[src/rtl/punc_mem_arbiter.sv]
// ---------------------------------------------------------------------------
// punc_mem_arbiter
//
// Shares the single-ported PUnC unified memory between three requesters:
//   index 0 = instruction fetch, index 1 = data load/store, index 2 = debug.
// One access is in flight at a time. A single IDLE/GRANT/WAIT/RESP FSM
// sequences every access: the winner is registered on entry to GRANT, reads
// spend RD_LAT cycles in WAIT, and RESP returns the data while arbitrating
// again so a new GRANT can follow back to back.
//
// Default arbitration is fixed priority data > fetch > debug, except that
// debug is promoted to the top once it has waited MAX_WAIT cycles.
// Build option PUNC_ARB_RR_EN replaces this with round-robin 0 -> 1 -> 2.
//
// Parameters:
//   RD_LAT    memory read latency, mem_en to valid mem_rdata (1..4)
//   MAX_WAIT  debug wait cycles before promotion (1..15)
//
// Ports:
//   clk, rst            clock (rising edge), async active-low reset
//   req/we[2:0]         per-requester request and write enable
//   addr/wdata[47:0]    per-requester 16-bit fields, requester i at [16i+:16]
//   gnt[2:0]            one-hot grant pulse (GRANT cycle)
//   rvalid[2:0]         one-hot read-data-valid pulse (RESP cycle)
//   rdata[15:0]         captured read data, holds between responses
//   busy                high in GRANT and WAIT
//   mem_en/mem_we       memory strobes, only in GRANT
//   mem_addr/mem_wdata  registered access fields, hold outside GRANT
//   mem_rdata           memory read data, valid RD_LAT cycles after mem_en
// ---------------------------------------------------------------------------
module punc_mem_arbiter #(
    parameter int RD_LAT   = 1,
    parameter int MAX_WAIT = 8
) (
    input  logic        clk,
    input  logic        rst,
    input  logic [2:0]  req,
    input  logic [2:0]  we,
    input  logic [47:0] addr,
    input  logic [47:0] wdata,
    output logic [2:0]  gnt,
    output logic [2:0]  rvalid,
    output logic [15:0] rdata,
    output logic        busy,
    output logic        mem_en,
    output logic        mem_we,
    output logic [15:0] mem_addr,
    output logic [15:0] mem_wdata,
    input  logic [15:0] mem_rdata
);

    typedef enum logic [1:0] {
        IDLE  = 2'd0,
        GRANT = 2'd1,
        WAIT  = 2'd2,
        RESP  = 2'd3
    } state_t;

    // Index of the last WAIT cycle; mem_rdata is valid during it.
    localparam logic [2:0] LAT_LAST = 3'(RD_LAT - 1);

    state_t      state, state_nxt;
    logic        arb_take;
    logic [1:0]  win_idx;
    logic        win_we;
    logic [15:0] win_addr, win_wdata;
    logic [1:0]  sel_idx;
    logic        sel_we;
    logic [15:0] sel_addr, sel_wdata;
    logic [2:0]  lat_cnt;
    logic        lat_done;

`ifdef PUNC_ARB_RR_EN
    logic [1:0]  rr_ptr;
`else
    localparam logic [3:0] MAX_WAIT_Q = 4'(MAX_WAIT);
    logic [3:0]  wait_cnt;
`endif

    // ------------------------------------------------------------------
    // Winner selection from the current req vector. Only consumed when
    // the FSM is at an arbitration point (IDLE or RESP) with any req high.
    // ------------------------------------------------------------------
    always_comb begin
        // NOTE: every combinational output gets a default first so no path
        // leaves it unassigned; otherwise synthesis infers a latch.
        win_idx = 2'd0;
`ifdef PUNC_ARB_RR_EN
        // Search starts just after the last-granted index.
        case (rr_ptr)
            2'd0: begin
                if      (req[1]) win_idx = 2'd1;
                else if (req[2]) win_idx = 2'd2;
                else if (req[0]) win_idx = 2'd0;
            end
            2'd1: begin
                if      (req[2]) win_idx = 2'd2;
                else if (req[0]) win_idx = 2'd0;
                else if (req[1]) win_idx = 2'd1;
            end
            default: begin
                if      (req[0]) win_idx = 2'd0;
                else if (req[1]) win_idx = 2'd1;
                else if (req[2]) win_idx = 2'd2;
            end
        endcase
`else
        // Starved debug jumps the queue; otherwise data > fetch > debug.
        if      (req[2] && (wait_cnt >= MAX_WAIT_Q)) win_idx = 2'd2;
        else if (req[1])                             win_idx = 2'd1;
        else if (req[0])                             win_idx = 2'd0;
        else if (req[2])                             win_idx = 2'd2;
`endif
    end

    // Unpack the winner's access fields.
    always_comb begin
        win_we    = 1'b0;
        win_addr  = '0;
        win_wdata = '0;
        case (win_idx)
            2'd0: begin
                win_we    = we[0];
                win_addr  = addr[15:0];
                win_wdata = wdata[15:0];
            end
            2'd1: begin
                win_we    = we[1];
                win_addr  = addr[31:16];
                win_wdata = wdata[31:16];
            end
            default: begin
                win_we    = we[2];
                win_addr  = addr[47:32];
                win_wdata = wdata[47:32];
            end
        endcase
    end

    // ------------------------------------------------------------------
    // FSM: state register
    // ------------------------------------------------------------------
    always_ff @(posedge clk or negedge rst) begin
        // NOTE: sequential state uses non-blocking assignments so every
        // register samples pre-edge values regardless of block ordering.
        if (!rst) state <= IDLE;
        else      state <= state_nxt;
    end

    // FSM: next state and outputs
    always_comb begin
        state_nxt = state;
        arb_take  = 1'b0;
        lat_done  = (lat_cnt == LAT_LAST);
        gnt       = '0;
        rvalid    = '0;
        busy      = 1'b0;
        mem_en    = 1'b0;
        mem_we    = 1'b0;
        case (state)
            IDLE: begin
                if (|req) begin
                    arb_take  = 1'b1;
                    state_nxt = GRANT;
                end
            end
            GRANT: begin
                gnt       = 3'b001 << sel_idx;
                mem_en    = 1'b1;
                mem_we    = sel_we;
                busy      = 1'b1;
                // A write completes in its GRANT cycle.
                state_nxt = sel_we ? IDLE : WAIT;
            end
            WAIT: begin
                busy = 1'b1;
                if (lat_done) state_nxt = RESP;
            end
            RESP: begin
                rvalid = 3'b001 << sel_idx;
                if (|req) begin
                    arb_take  = 1'b1;
                    state_nxt = GRANT;
                end else begin
                    state_nxt = IDLE;
                end
            end
            default: state_nxt = IDLE;
        endcase
    end

    assign mem_addr  = sel_addr;
    assign mem_wdata = sel_wdata;

    // ------------------------------------------------------------------
    // Registered access fields, read latency counter and read data.
    // ------------------------------------------------------------------
    always_ff @(posedge clk or negedge rst) begin
        // NOTE: the access fields and rdata drive outputs directly, so they
        // are reset too; that is what makes every output read 0 in reset.
        if (!rst) begin
            sel_idx   <= 2'd0;
            sel_we    <= 1'b0;
            sel_addr  <= '0;
            sel_wdata <= '0;
            lat_cnt   <= '0;
            rdata     <= '0;
        end else begin
            if (arb_take) begin
                sel_idx   <= win_idx;
                sel_we    <= win_we;
                sel_addr  <= win_addr;
                sel_wdata <= win_wdata;
            end
            if (state == GRANT)
                lat_cnt <= '0;
            else if ((state == WAIT) && !lat_done)
                lat_cnt <= lat_cnt + 3'd1;
            if ((state == WAIT) && lat_done)
                rdata <= mem_rdata;
        end
    end

`ifdef PUNC_ARB_RR_EN
    // Pointer starts at 2 so fetch (index 0) wins the first round.
    always_ff @(posedge clk or negedge rst) begin
        if (!rst)                rr_ptr <= 2'd2;
        else if (state == GRANT) rr_ptr <= sel_idx;
    end
`else
    // Counts consecutive cycles debug is requesting without a grant.
    always_ff @(posedge clk or negedge rst) begin
        if (!rst)                      wait_cnt <= '0;
        else if (!req[2] || gnt[2])    wait_cnt <= '0;
        else if (wait_cnt != 4'hF)     wait_cnt <= wait_cnt + 4'd1;
    end
`endif

endmodule

[config.mk]
export PLATFORM = sky130hd
export DESIGN_NAME = punc_mem_arbiter
export DESIGN_NICKNAME = d
export VERILOG_FILES = /design/src/rtl/punc_mem_arbiter.sv
export SDC_FILE = /design/constraint.sdc
export NUM_CORES = 1
export LEC_CHECK = 0
export CAP_MARGIN = 20
export CORE_AREA = 2 2 81 102
export CTS_BUF_LIST = sky130_fd_sc_hd__clkbuf_16
export DETAILED_ROUTE_END_ITERATION = 12
export DIE_AREA = 0 0 83 104
export PLACE_DENSITY = 0.85
export REMOVE_ABC_BUFFERS = 1
export SLEW_MARGIN = 5
export SYNTH_ARGS = -nofsm -noshare
export SYNTH_HDL_FRONTEND = slang
export SYNTH_SLANG_ARGS = --single-unit
export TNS_END_PERCENT = 10
[constraint.sdc]
create_clock -name clk -period 3.7 [get_ports clk]
set_clock_uncertainty 0.1 [all_clocks]
set_input_delay 0.555 -clock clk [delete_from_list [all_inputs] [get_ports clk]]
set_output_delay 0.555 -clock clk [all_outputs]
set_load 0.01 [all_outputs]
==> results.py <==
metrics = {
    "outcome": {
        "outcome": "completed",
    },
    "timing": {
        "hold_viol": 0,
        "min_period_over_period_pct": 72.5,
        "max-slew-margin-rel_pct": 50.1,
        "finalSetupTns_ns": 0,
        "setup_viol": 0,
        "rsz0062_at_grt": "no",
        "setup_slack_ns": 1.02,
        "fin_crit_ns": 2.68,
        "fmax_mhz": 373,
        "slew_viol_final": 0,
        "worst_pin_slew_ns": 0.749,
    },
    "power": {
        "p_clk_share_pct": 23.5,
        "pwr-share-comb_pct": 45.9,
        "p_sw_mw": 1.19,
        "p_per_area_nw_per_um2": 699,
        "netSwitchingFraction_pct": 32.7,
        "p_total_mw": 3.65,
        "leakagePower_nw": 2.38,
        "p_seq_share_pct": 30.7,
        "p_int_mw": 2.45,
        "ir_worst_vdd_mv": 0.373,
    },
    "floorplanning": {
        "coreArea_sq_um": 7700,
        "die_h_um": 104,
        "start_util_pct": 40.6,
        "rows": 36,
        "dieArea_sq_um": 8630,
        "ioPinCount": 177,
        "die_w_um": 83,
    },
    "cells_and_area": {
        "syn_to_final_growth_pct": 66.7,
        "nNetsFinal": 607,
        "antenna_cells": 0,
        "final_util_pct": 67.7,
        "final_cell_count_no_fill": 578,
        "layout-drive-gt1-share_pct": 8.07,
    },
    "clock_network": {
        "cts_resized": 0,
        "clock-sinks": 60,
        "cts_buffers": 9,
        "post_cts_buffers": 0,
        "clkLatencyLatePin_ns": 0.32,
        "clk_path_buf_depth": 2,
        "cts_hold_buf": 0,
        "cts_tree": "done",
        "clk_pin_slew_ns": 0.05,
        "ctsHtreeMaxLevel": 3,
        "clockRootBuffer": "clkbuf_16",
    },
    "setup_path": {
        "path_delay_family": "buffers and inverters",
        "r2r_start": "state[0]",
        "cp_slowest_cell": "clkdlybuf4s50_1",
        "required_ns": 3.04,
        "r2r_slack_ns": 1.56,
        "worst-setup-path-type": "register to output pin",
        "worst-path-buf-inv": 2,
        "reg2reg_depth": 6,
        "cp.arrival_ns": 2.03,
        "path_cells": "inv_1, ha_1, nor3b_1, clkdlybuf4s50_1",
        "cp-start-kind": "register",
        "crit_fanout": 9,
        "max_stage_delay_ns": 0.56,
        "reg2reg_to": "mem_wdata[9]",
        "endpoint_kind": "output pin",
    },
    "detailed_routing": {
        "vias_per_cell": 5.34,
        "num_vias": 3085,
        "dr.pass1.iters": 8,
        "wl_per_cell_um": 16.3,
        "drc": 0,
        "drtIter0Drc": 245,
        "ant_nets": 0,
        "wirelength_um": 9410,
    },
    "placement": {
        "place_ws_ns": 1.32,
        "numPortBuffers": 176,
        "hpwl_um": 6890,
        "place_congestion": 0.766,
        "dpl.cell_count": 562,
    },
    "synth": {
        "synth_area_leader_cell": "dfrtp_1",
        "syn_area_sq_um": 3130,
        "netlist_instances": 304,
        "synth_edf_count": 0,
        "synth_seq_area_share_pct": 48.0,
        "yosysMostFrequentCell": "inv_1",
        "synth_common_cells": "inv_1, dfrtp_1, a222oi_1, o22ai_1, mux2_2",
        "synth_area_leaders": "dfrtp_1, a222oi_1, inv_1, o22ai_1, mux2_2",
        "syn_avg_cell_area_sq_um": 10.3,
        "synth_top_area_share_pct": 48.0,
        "synth-seq-cells": 60,
        "ys_warn_count": 0,
        "synth-async-reset-ratio_pct": 100,
        "synth_ff_type": "dfrtp_1",
        "ys_types": 37,
    },
    "grt": {
        "grt_overflow": 0,
        "grt_max_degree": 34,
        "grt_pass1_wl_um": 15600,
        "grt_pass1_vias": 3221,
        "grt_usage_pct": 22.2,
        "antenna_found_initial": 0,
    },
    "worst_hold_path": {
        "hp-class": "primary input to async pin",
    },
    "flow_run": {
        "max_cap_viol_count": 0,
    },
}
-- state kept, by name, summed over array words and instances, names as in the netlist, named ones only --
| register | count |
|---|---|
| state | 1 |
| sel_idx | 2 |
| lat_cnt | 3 |
| mem_wdata | 16 |
| rdata | 16 |
| sel_we | 1 |
| wait_cnt | 4 |
| mem_addr | 16 |
-- per-stage QoR --
stage                     hold WS [ns]  cell area, sq um
after detailed placement         0.394              4910
after global routing             0.266              5220
after CTS                        0.224              5220
after floorplan                  0.159              2980
final                            0.200              5220
after global placement           0.386              4910
-- worst reg2reg max path: cells and delay by family (launching register included) --
kind,cells,cell delay [ns]
compound gates,1,0.45
buf+inv,2,0.37
simple gates,2,0.22
fa+ha+maj,1,0.45
flops,1,0.41
-- routing by layer --
metal  wire [um]  share of wire (%)  vias to the layer above  global-route usage, %
li1            -                  -                     1442                      -
met1        3500                 37                     1465                   24.8
met2        5040                 54                      160                   39.5
met3         655                7.0                       18                   5.24
met4         218                2.3                        0                   10.3
met5           0                  0                        -                      0
-- power by group through the flow --
stage	combinational (mW)	sequential [mW]	clock, mW
after floorplan	0.621	1.22	0
after global placement	1.63	1.10	0
after detailed placement	1.67	1.12	0
after CTS	1.68	1.12	0.872
after global routing	1.81	1.16	0.904
final	1.67	1.12	0.857
-- placed cells by master, fill, tap and decap left out, types with 2 or more instances in the layout --
| master | n |
|---|---|
| clkdlybuf4s50_1 | 175 |
| buf_4 | 6 |
| a222oi_1 | 33 |
| o22ai_1 | 33 |
| bufinv_16 | 2 |
| clkinv_1 | 4 |
| nand2b_1 | 6 |
| clkbuf_16 | 9 |
| mux2_2 | 16 |
| mux2i_1 | 2 |
| nor2_1 | 7 |
| nor3_1 | 2 |
| and3b_1 | 4 |
| nand2_1 | 2 |
| ha_1 | 9 |
| o21ai_0 | 5 |
| inv_1 | 76 |
| a21oi_1 | 4 |
| nor3b_1 | 4 |
| dfrtp_1 | 60 |
| nand3_1 | 4 |
-- area by class of cell --
| type | instances | area (sq um) |
|---|---|---|
| fill | 635 | 2480 |
| timing repair buffer | 182 | 1800 |
| sequential | 60 | 1500 |
| multi-input combinational | 149 | 1200 |
| inverter | 76 | 285 |
| clock buffer | 9 | 225 |
| tap | 95 | 119 |
| clock inverter | 7 | 82.6 |
-- worst max-delay path by stage --
stage	from	to	slack, ns	cells past startpoint
after CTS	register	gnt[0]	1.02	4
final	register	gnt[0]	1.02	4
after floorplan	state[0]	mem_addr[14]	1.05	5
after global placement	req[1]	mem_addr[14]	1.38	5
after detailed placement	req[1]	mem_wdata[9]	1.32	5
after global routing	register	gnt[0]	0.92	4
-- cell families after synthesis --
family | after synthesis | synth area share, %
AOI/OAI and AO/OA | 85 | 21.1
muxes | 18 | 6.39
buffers and inverters | 95 | 13.8
adders and majority gates | 9 | 3.60
DFF | 60 | 48.0
and+or+nand+nor | 36 | 6.84
xor gates and xnor gates | 1 | 0.280
(Power assumes the default switching activity.)
